## src/rtl/bd_emu_pkg.sv

```systemverilog
`default_nettype none
// ============================================================================
// Package : bd_emu_pkg
// Brief   : Widths, response tag constant and FSM state type shared by the
//           BD-side loopback emulation blocks.
// Rev     : 1.0  initial release
// ============================================================================
package bd_emu_pkg;

    localparam int NDN    = 21;           // downstream word width (core -> BD)
    localparam int NUP    = 34;           // upstream word width (BD -> core)
    localparam int NTAGHI = NUP - NDN;    // width of the constant upper tag field

    localparam logic [NTAGHI-1:0] RESP_HI_DEFAULT = 13'h1000;

    // Responder sequencing; encoding pinned so waveforms read the same everywhere.
    typedef enum logic [1:0] {
        IDLE = 2'd0,
        WAIT = 2'd1,
        SEND = 2'd2
    } state_t;

endpackage : bd_emu_pkg
`default_nettype wire

```

## src/rtl/bd_loopback_responder_if.sv

```systemverilog
`default_nettype none
// ============================================================================
// Interface : bd_channel_if
// Brief     : Valid/ack word channel. A word moves on a rising edge where
//             v && a; the source holds d stable while v is high and a is low.
// Rev       : 1.0  initial release
// ============================================================================
interface bd_channel_if #(
    parameter int W = 21
) ();

    logic [W-1:0] d;
    logic         v;
    logic         a;

    modport master (output d, output v, input a);
    modport slave  (input d, input v, output a);

endinterface : bd_channel_if
`default_nettype wire

```

## src/rtl/bd_loopback_responder_fifo.sv

```systemverilog
`default_nettype none
// ============================================================================
// Module : bd_loopback_responder_fifo
// Brief  : Show-ahead request queue. Head word is visible on o_rd_data while
//          not empty; full/empty/multi derive only from the stored level so
//          a pop never frees a slot for a push in the same cycle.
// Rev    : 1.0  initial release
// ============================================================================
module bd_loopback_responder_fifo #(
    parameter int DEPTH = 8,
    parameter int WIDTH = 21
) (
    input  wire logic             clk,
    input  wire logic             rst,
    input  wire logic             i_wr_en,
    input  wire logic [WIDTH-1:0] i_wr_data,
    input  wire logic             i_rd_en,
    output logic      [WIDTH-1:0] o_rd_data,
    output logic                  o_empty,
    output logic                  o_full,
    output logic                  o_multi
);

    localparam int          c_aw         = (DEPTH > 1) ? $clog2(DEPTH) : 1;
    localparam logic [c_aw:0] c_full_level = (c_aw + 1)'(DEPTH);
    localparam logic [c_aw:0] c_one        = (c_aw + 1)'(1);

    logic [WIDTH-1:0] r_mem [DEPTH];
    logic [c_aw-1:0]  r_wr_ptr;
    logic [c_aw-1:0]  r_rd_ptr;
    logic [c_aw:0]    r_level;
    logic             w_push;
    logic             w_pop;

    assign w_push = i_wr_en && !o_full;
    assign w_pop  = i_rd_en && !o_empty;

    // Storage array; contents need no reset because the level gates visibility.
    always_ff @(posedge clk) begin
        if (w_push) begin
            r_mem[r_wr_ptr] <= i_wr_data;
        end
    end

    // Pointer and occupancy bookkeeping; pointers wrap on the power-of-2 depth.
    always_ff @(posedge clk) begin
        if (rst) begin
            r_wr_ptr <= '0;
            r_rd_ptr <= '0;
            r_level  <= '0;
        end else begin
            if (w_push) begin
                r_wr_ptr <= r_wr_ptr + 1'b1;
            end
            if (w_pop) begin
                r_rd_ptr <= r_rd_ptr + 1'b1;
            end
            case ({w_push, w_pop})
                2'b10:   r_level <= r_level + 1'b1;
                2'b01:   r_level <= r_level - 1'b1;
                default: r_level <= r_level;
            endcase
        end
    end

    assign o_rd_data = r_mem[r_rd_ptr];
    assign o_empty   = (r_level == '0);
    assign o_full    = (r_level == c_full_level);
    assign o_multi   = (r_level > c_one);

endmodule : bd_loopback_responder_fifo
`default_nettype wire

```

## src/rtl/bd_loopback_responder.sv

```systemverilog
`default_nettype none
// ============================================================================
// Module : bd_loopback_responder
// Brief  : BD-side link partner. Queues downstream words from the core and
//          answers each, in order, with {RESP_HI, word} after a per-word
//          programmable latency. Counts accepted and delivered words.
// Rev    : 1.0  initial release
// ============================================================================
module bd_loopback_responder
    import bd_emu_pkg::*;
#(
    parameter int                D       = 8,
    parameter int                NLAT    = 8,
    parameter logic [NTAGHI-1:0] RESP_HI = RESP_HI_DEFAULT
) (
    input  wire logic            clk,
    input  wire logic            reset,
    bd_channel_if.slave          from_core,
    bd_channel_if.master         to_core,
    input  wire logic            enable,
    input  wire logic [NLAT-1:0] lat,
    output logic      [15:0]     rx_count,
    output logic      [15:0]     tx_count
);

    localparam logic [NLAT-1:0] c_lat_one = NLAT'(1);

    state_t           r_state;
    state_t           w_state_nxt;
    logic [NLAT-1:0]  r_cnt;
    logic [NLAT-1:0]  w_cnt_nxt;
    logic [15:0]      r_rx_count;
    logic [15:0]      r_tx_count;
    logic [NDN-1:0]   w_head;
    logic             w_empty;
    logic             w_full;
    logic             w_multi;
    logic             w_accept;
    logic             w_pop;
    logic             w_more;

    // Acceptance is held off during reset and while the queue is full.
    assign from_core.a = enable && !w_full && !reset;
    assign w_accept    = from_core.v && from_core.a;

    // A word will still be at the head after this pop: either one stays queued
    // or the core is delivering one on the same edge.
    assign w_more = w_multi || w_accept;

    bd_loopback_responder_fifo #(
        .DEPTH (D),
        .WIDTH (NDN)
    ) u_req_fifo (
        .clk       (clk),
        .rst       (reset),
        .i_wr_en   (w_accept),
        .i_wr_data (from_core.d),
        .i_rd_en   (w_pop),
        .o_rd_data (w_head),
        .o_empty   (w_empty),
        .o_full    (w_full),
        .o_multi   (w_multi)
    );

    // State and latency counter registers.
    always_ff @(posedge clk) begin
        if (reset) begin
            r_state <= IDLE;
            r_cnt   <= '0;
        end else begin
            r_state <= w_state_nxt;
            r_cnt   <= w_cnt_nxt;
        end
    end

    // Next-state: lat is captured once per word when it reaches the head.
    always_comb begin
        w_state_nxt = r_state;
        w_cnt_nxt   = r_cnt;
        w_pop       = 1'b0;
        case (r_state)
            IDLE: begin
                if (!w_empty) begin
                    w_cnt_nxt   = lat;
                    w_state_nxt = (lat == '0) ? SEND : WAIT;
                end
            end
            WAIT: begin
                w_cnt_nxt = r_cnt - 1'b1;
                if (r_cnt <= c_lat_one) begin
                    w_state_nxt = SEND;
                end
            end
            SEND: begin
                if (to_core.a) begin
                    w_pop = 1'b1;
                    if (w_more) begin
                        w_cnt_nxt   = lat;
                        w_state_nxt = (lat == '0) ? SEND : WAIT;
                    end else begin
                        w_state_nxt = IDLE;
                    end
                end
            end
            default: begin
                w_state_nxt = IDLE;
            end
        endcase
    end

    assign to_core.v = (r_state == SEND);
    assign to_core.d = (r_state == SEND) ? {RESP_HI, w_head} : '0;

    // Traffic counters; both wrap silently at 16 bits.
    always_ff @(posedge clk) begin
        if (reset) begin
            r_rx_count <= '0;
            r_tx_count <= '0;
        end else begin
            if (w_accept) begin
                r_rx_count <= r_rx_count + 16'd1;
            end
            if (w_pop) begin
                r_tx_count <= r_tx_count + 16'd1;
            end
        end
    end

    assign rx_count = r_rx_count;
    assign tx_count = r_tx_count;

endmodule : bd_loopback_responder
`default_nettype wire

```

## src/flat_wrapper.sv

```systemverilog
// flat-port wrapper written by rule: the top's interface ports become plain ports
module bd_loopback_responder_flat import bd_emu_pkg::*;
#(
    parameter int                D       = 8,
    parameter int                NLAT    = 8,
    parameter logic [NTAGHI-1:0] RESP_HI = RESP_HI_DEFAULT
)
  (clk, reset, enable, lat, rx_count, tx_count, from_core_d, from_core_v, from_core_a, to_core_d, to_core_v, to_core_a);
  bd_channel_if #(.W(21)) from_core_i ();
  bd_channel_if #(.W(34)) to_core_i ();
  input  wire logic clk;
  input  wire logic reset;
  input  wire logic enable;
  input  wire logic [NLAT-1:0] lat;
  output logic      [15:0] rx_count;
  output logic      [15:0] tx_count;
  input wire logic [$bits(from_core_i.d)-1:0] from_core_d;
  input wire logic [$bits(from_core_i.v)-1:0] from_core_v;
  output wire logic [$bits(from_core_i.a)-1:0] from_core_a;
  output wire logic [$bits(to_core_i.d)-1:0] to_core_d;
  output wire logic [$bits(to_core_i.v)-1:0] to_core_v;
  input wire logic [$bits(to_core_i.a)-1:0] to_core_a;
  assign from_core_i.d = from_core_d;
  assign from_core_i.v = from_core_v;
  assign from_core_a = from_core_i.a;
  assign to_core_d = to_core_i.d;
  assign to_core_v = to_core_i.v;
  assign to_core_i.a = to_core_a;
  bd_loopback_responder #(.D(D), .NLAT(NLAT), .RESP_HI(RESP_HI)) u_core (.clk(clk), .reset(reset), .from_core(from_core_i), .to_core(to_core_i), .enable(enable), .lat(lat), .rx_count(rx_count), .tx_count(tx_count));
endmodule
```

## config.mk

```make
export PLATFORM = sky130hd
export DESIGN_NAME = bd_loopback_responder_flat
export DESIGN_NICKNAME = d
export VERILOG_FILES = /design/src/rtl/bd_emu_pkg.sv /design/src/rtl/bd_loopback_responder_if.sv /design/src/rtl/bd_loopback_responder_fifo.sv /design/src/rtl/bd_loopback_responder.sv /design/src/flat_wrapper.sv
export SDC_FILE = /design/constraint.sdc
export NUM_CORES = 1
export LEC_CHECK = 0
export CELL_PAD_IN_SITES_DETAIL_PLACEMENT = 1
export CELL_PAD_IN_SITES_GLOBAL_PLACEMENT = 1
export CORE_MARGIN = 10
export CORE_UTILIZATION = 47
export CTS_CLUSTER_DIAMETER = 100
export CTS_CLUSTER_SIZE = 28
export DETAILED_ROUTE_END_ITERATION = 16
export PLACE_DENSITY_LB_ADDON = 0.15
export SYNTH_ARGS = -nofsm -noshare
export SYNTH_HDL_FRONTEND = slang
export SYNTH_HIERARCHICAL = 1
export SYNTH_SLANG_ARGS = --single-unit
```

## constraint.sdc

```tcl
create_clock -name clk -period 4.3 [get_ports clk]
set_clock_uncertainty 0.05 [all_clocks]
set_input_delay 0.645 -clock clk [delete_from_list [all_inputs] [get_ports clk]]
set_output_delay 0.645 -clock clk [all_outputs]
set_load 0.02 [all_outputs]
```

==> results of run 1 <==
## path summary, 6_finish.rpt
kind	start	cells after the start	end
worst max-delay path	flop	5	to_core_d[2]
worst min-delay path	u_core/r_cnt[6]	2	u_core/r_cnt[6]
worst max register to register	u_core/u_req_fifo/r_level[0]	10	u_core/u_req_fifo/r_mem[6][17]
worst min register to register	u_core/r_cnt[6]	2	u_core/r_cnt[6]
## flip-flops by register name, summed over array words and instances, names as in the netlist, named ones only
name                        count
u_core/u_req_fifo/r_rd_ptr      3
u_core/u_req_fifo/r_mem       168
u_core/u_req_fifo/r_level       4
u_core/u_req_fifo/r_wr_ptr      3
u_core/r_state                  2
u_core/tx_count                16
u_core/r_cnt                    8
u_core/rx_count                16
## metal layers
layer	share of wire	up-vias	wire length (um)
met4	0.0094	0	199
met1	0.42	2814	8840
li1	-	2550	-
met3	0.042	13	901
met5	0	-	0
met2	0.53	115	11300
## layout by cell type, fill, tap and decap left out, types with 5 or more instances in the layout
cell type        netlist  routed
a21oi_1               30      30
mux2_2                23      23
nand2_1               27      27
and2_1                22      22
or4_1                  9       9
clkbuf_1              17       6
inv_1                 14      14
a221o_1                5       5
ha_1                  10      10
conb_1                 1      12
clkdlybuf4s50_1        0      88
xnor2_1                7       7
nand4_1                9       9
buf_4                 13      15
or3_1                  5       5
o21ai_0               13      13
o31ai_1                8       8
nand3_1               15      15
nor2_2                 0       6
mux4_1                40      40
xor2_1                14      14
clkbuf_16              0      11
nor4_1                 5       5
dfxtp_1               55      54
nor2_1                41      35
edfxtp_1             168     168
## metrics by stage
step | power, uW | util
floorplan | 2550 | -
global placement | 2640 | 0.542
detailed placement | 2660 | 0.542
CTS | 3760 | 0.557
global route | 3870 | 0.557
finish | 3710 | 0.557
## layout make-up
| cell class | count | share of cell area |
|---|---|---|
| flip-flops and latches | 223 | 0.560 |
| multi-input cells | 348 | 0.285 |
| repair buffers | 105 | 0.0927 |
| well taps | 265 | 0.0302 |
| clock buffers | 17 | 0.0271 |
| inverters | 15 | 0.00513 |
## worst max-delay path: cells and delay by family (launching register included)
kind                   cells  cell delay, ns
buffers and inverters      2            0.85
flip-flops                 1            0.72
multiplexers               2            0.88
AND/OR/NAND/NOR            1            0.14
## power breakdown
| part | switching, uW | total, uW | internal, uW |
|---|---|---|---|
| registers | 19.0 | 2350 | 2330 |
| logic | 159 | 261 | 102 |
| clock network | 612 | 1100 | 485 |
## cells by family (layout without fill, tap and decap cells)
logic type / Yosys count / in the layout
AO/OA/AOI/OAI: 70 / 70
XOR/XNOR: 21 / 21
adder cells (fa/ha/maj): 10 / 10
buffers and inverters: 56 / 137
flip-flops: 223 / 223
multiplexers: 68 / 68
other: 1 / 12
AND/OR/NAND/NOR: 167 / 167
==> out/metrics.csv, run 1 <==
stage,metric,value,unit
run_status,outcome,completed,
floorplanning,ios,102,
place,io_buffers,89,
layout,antenna-diode-count,0,
place,routabilityCongestion,0.772,
clock_network,clock_latency,0.46,ns
layout,fillers,1858,
detailed_routing,totalWireLength,21300,um
sta,whs,0.429,ns
floorplanning,die-area,26300,um2
clock_network,clockBufferDepth,3,
synthesis,synth_compound_area_frac,0.0470,
worst_setup_path,cp_cell_sequence,buf_4 > mux4_1 > mux2_2 > and2_1 > clkdlybuf4s50_1,
synthesis,synth_top_area_cell,edfxtp_1,
layout,stdcell_count,973,
clock_network,postCtsHoldBufs,0,
clock_network,cts_sinks,223,
sta,slew-limit-headroom,0.439,
detailed_routing,via_per_inst,5.64,
synthesis,syn_area,9510,um2
worst_setup_path,crit_arrival,3.06,ns
layout,final_area,11000,um2
clock_network,htreeDepth,1,
synthesis,synthMuxAreaShare,0.146,
synthesis,synthTopCellsByArea,"edfxtp_1, dfxtp_1, mux4_1",
worst_setup_path,ff2ff_setup_slack,0.71,ns
floorplanning,core-area,19700,um2
clock_network,cts-resized-gates,0,
sta,max_freq,266,MHz
place,placed_area,10700,um2
global_route,use_met1,0.196,
layout,fin_nets,748,
floorplanning,die_x,162,um
sta,rsz0062_at_grt,no,
global_route,top_usage_layer,met2,
worst_setup_path,critPathMaxStageDelay,0.72,ns
pwr,p_leak,0.00358,uW
layout,area_growth,15.5,%
floorplanning,dieHeight,162,um
synthesis,yosysUniqueCellTypes,56,
global_route,grt_pass1_vias,5905,
sta,period_share,0.873,
sta,finalSetupTns,0,ns
layout,register_area,6150,um2
place,place_ws,0.761,ns
floorplanning,start_util,0.482,
synthesis,synth.top_cell.area_share,0.530,
run,maxCapViolCount,0,
sta,min_period,3.76,ns
synthesis,synth_top_family_by_area,multiplexers,
layout,drive_above_1_share,0.0975,
place,hpwl,14400,um
synthesis,seq_area_frac_synth,0.646,
clock_network,cts_setup_buffers,0,
sta,setup_viol,0,
synthesis,yosysMostFrequentCell,edfxtp_1,
detailed_routing,drt_iter0_markers,262,
synthesis,netlist_instances,616,
synthesis,synth_ff_type,edfxtp_1,
clock_network,clock-root-buffer,clkbuf_16,
layout,multi_input_area,3130,um2
clock_network,clkSlewWorstSetupHoldPaths,0.10,ns
synthesis,synth-simple-area-share,0.0965,
global_route,track_usage,0.159,
synthesis,synth-seq-cells,223,
synthesis,synth_commonest_cells,"edfxtp_1, dfxtp_1, nor2_1, mux4_1, a21oi_1",
sta,setup_ws,0.545,ns
global_route,grt_use_met2,0.291,
global_route,grt_overflow,0,
global_route,grt_max_degree,61,
pwr,p_per_area,338,nW/um2
synthesis,synthAdderAreaFrac,0.0132,
worst_setup_path,cp_max_fo,17,
clock_network,numCtsBuffers,11,
sta,final_max_slew_viol_count,0,
worst_setup_path,cp-end-kind,output port,
hold_path,worst_hold_path_type,flop to flop,
worst_setup_path,cp_data_required_time,3.61,ns
synthesis,avgSynthCellArea,15.4,um2
global_route,grtUsageMet3,0.0245,
sta,tightest_slew,0.836,ns
detailed_routing,vias,5492,
clock_network,cts_tree,built,
pwr,peakVddDrop,0.000256,V
detailed_routing,drc_errors,0,
synthesis,synthXorXnorAreaFrac,0.0193,
detailed_routing,ant_nets,0,
sta,hold_viol,0,
worst_setup_path,criticalPathCategory,flop to output port,
detailed_routing,drtPass1Iterations,4,
synthesis,synth_edf_count,168,
global_route,grt_first_pass_wirelength,33700,um
synthesis,synthArstFlopShare,0,
floorplanning,rows,51,
synthesis,ys.warnings.count,6,
global_route,antenna_found_initial,0,
detailed_routing,wl_per_cell,21.8,um
worst_setup_path,worst_setup_path_start_kind,flop,
place,placed_cells,956,
worst_setup_path,slowest_stage,dfxtp_2,
Power figures use the tool's default switching activity.
==> run 2, diff against run 1 <==
--- a/config.mk
+++ b/config.mk
@@ -15,2 +15,3 @@
 export PLACE_DENSITY_LB_ADDON = 0.15
+export SETUP_SLACK_MARGIN = 0.2
 export SYNTH_ARGS = -nofsm -noshare
--- a/constraint.sdc
+++ b/constraint.sdc
@@ -4,2 +4,2 @@
 set_output_delay 0.645 -clock clk [all_outputs]
-set_load 0.02 [all_outputs]
+set_load 0.01 [all_outputs]
==> run 2 against run 1 <==
Sequential power about the same. Largest power group unchanged. Non-clock buffer count down 1. Combinational power down 3%.
==> out/metrics.csv, run 2 (synthesis gave the netlist of run 1 again) <==
stage,metric,value,unit
detailed_routing,via_per_inst,5.64,
floorplanning,die-area,26300,um2
worst_setup_path,cp_max_fo,27,
run,maxCapViolCount,0,
sta,period_share,0.854,
sta,setup_viol,0,
global_route,grt_first_pass_wirelength,33600,um
global_route,grt_overflow,0,
detailed_routing,totalWireLength,21600,um
run_status,outcome,completed,
layout,multi_input_area,3130,um2
sta,finalSetupTns,0,ns
clock_network,clockBufferDepth,3,
detailed_routing,vias,5499,
hold_path,whs_endpoint,u_core/r_cnt[6],
sta,tightest_slew,0.859,ns
layout,regMostFlops,u_core/u_req_fifo/r_mem,
worst_setup_path,cp-end-kind,output port,
global_route,grt_max_degree,61,
worst_setup_path,r2r_cells,10,
layout,fillers,1865,
layout,final_common_cell,edfxtp_1,
worst_setup_path,crit_arrival,2.98,ns
detailed_routing,dr_wl_met2,11100,um
clock_network,clock_latency,0.48,ns
hold_path,worstHoldStart,u_core/r_cnt[6],
floorplanning,rows,51,
global_route,track_usage,0.160,
detailed_routing,top_layer_used,met4,
clock_network,cts_tree,built,
sta,rsz0062_at_grt,no,
layout,largest_reg_flops,168,
layout,register_area,6150,um2
clock_network,clkSlewWorstSetupHoldPaths,0.11,ns
clock_network,clock-root-buffer,clkbuf_16,
floorplanning,ios,102,
sta,whs,0.432,ns
layout,area_growth,16.2,%
detailed_routing,dr_wl_met3,1030,um
sta,max_freq,272,MHz
hold_path,worstHoldPathCells,2,
clock_network,numCtsBuffers,12,
place,hpwl,14300,um
pwr,peakVddDrop,0.000430,V
place,routabilityCongestion,0.744,
worst_setup_path,worst_setup_path_start_kind,flop,
detailed_routing,met1_length,9150,um
pwr,p_per_area,349,nW/um2
layout,drive_above_1_share,0.103,
floorplanning,core-area,19700,um2
worst_setup_path,timing.rr.end,u_core/u_req_fifo/r_mem[4][12],
place,io_buffers,89,
clock_network,htreeDepth,1,
hold_path,worst_hold_path_type,flop to flop,
place,place_ws,0.806,ns
sta,hold_viol,0,
global_route,grt_pass1_vias,5853,
worst_setup_path,criticalPathCategory,flop to output port,
worst_setup_path,cp_data_required_time,3.61,ns
layout,final_cell_mix,"edfxtp_1, clkdlybuf4s50_1, dfxtp_1",
pwr,p_leak,0.00362,uW
floorplanning,die_x,162,um
detailed_routing,drt_iter0_markers,264,
clock_network,cts_setup_buffers,0,
worst_setup_path,r2r-start,u_core/u_req_fifo/r_level[0],
layout,antenna-diode-count,0,
layout,fin_nets,748,
detailed_routing,drtPass1Iterations,4,
detailed_routing,wl_per_cell,22.1,um
floorplanning,start_util,0.482,
sta,final_max_slew_viol_count,0,
global_route,antenna_found_initial,0,
detailed_routing,ant_nets,0,
clock_network,postCtsHoldBufs,0,
clock_network,cts-resized-gates,0,
sta,min_period,3.67,ns
worst_setup_path,ff2ff_setup_slack,0.84,ns
detailed_routing,drc_errors,0,
layout,final_core_util,0.561,
sta,slew-limit-headroom,0.427,
sta,setup_ws,0.626,ns
floorplanning,dieHeight,162,um
clock_network,cts_sinks,223,
-- run 2: worst max path at each step --
stage	start	end	slack, ns	cells past startpoint
6_report	flop	to_core_d[16]	0.63	5
5_1_grt	flop	to_core_d[16]	0.51	5
4_1_cts	flop	to_core_d[20]	0.57	5
3_5_place_dp	enable	u_core/u_req_fifo/r_mem[4][15]	0.81	7
3_3_place_gp	enable	u_core/u_req_fifo/r_mem[4][13]	0.90	7
2_1_floorplan	u_core/u_req_fifo/r_level[0]	u_core/u_req_fifo/r_mem[0][0]	0.55	9
-- run 2: worst max-delay path, stage by stage, from the launching register on --
cell             delay [ns]
dfxtp_2                0.68
buf_12                 0.28
mux4_1                 0.58
mux2_2                 0.29
and2_1                 0.15
clkdlybuf4s50_1        0.48
-- run 2: power by group --
group / internal (uW) / leakage, uW / switching [uW] / total, uW
logic: 101 / 0.00148 / 150 / 252
registers: 2330 / 0.00196 / 19.9 / 2350
clock network: 574 / 0.000179 / 675 / 1250
total: 3010 / 0.00362 / 845 / 3850
-- run 2: area by class of cell --
cell class	instances	share of cell area
flip-flops and latches	223	0.556
inverters	15	0.00509
repair buffers	104	0.0914
clock inverters	3	0.00339
multi-input cells	348	0.283
clock buffers	17	0.0308
well taps	265	0.0300
-- run 2: per-stage QoR --
step           area (um2)  power [uW]  instances
4_1_cts             11100        3900        975
5_1_grt             11100        4010        975
2_1_floorplan        9550        2540        627
3_5_place_dp        10700        2650        955
3_3_place_gp        10700        2630        955
6_report            11100        3850        975
-- run 2: metal layers --
metal	vias to the layer above	GRT usage
li1	2548	-
met1	2832	0.195
met2	103	0.289
met3	16	0.0334
met4	0	0.0265
met5	-	0
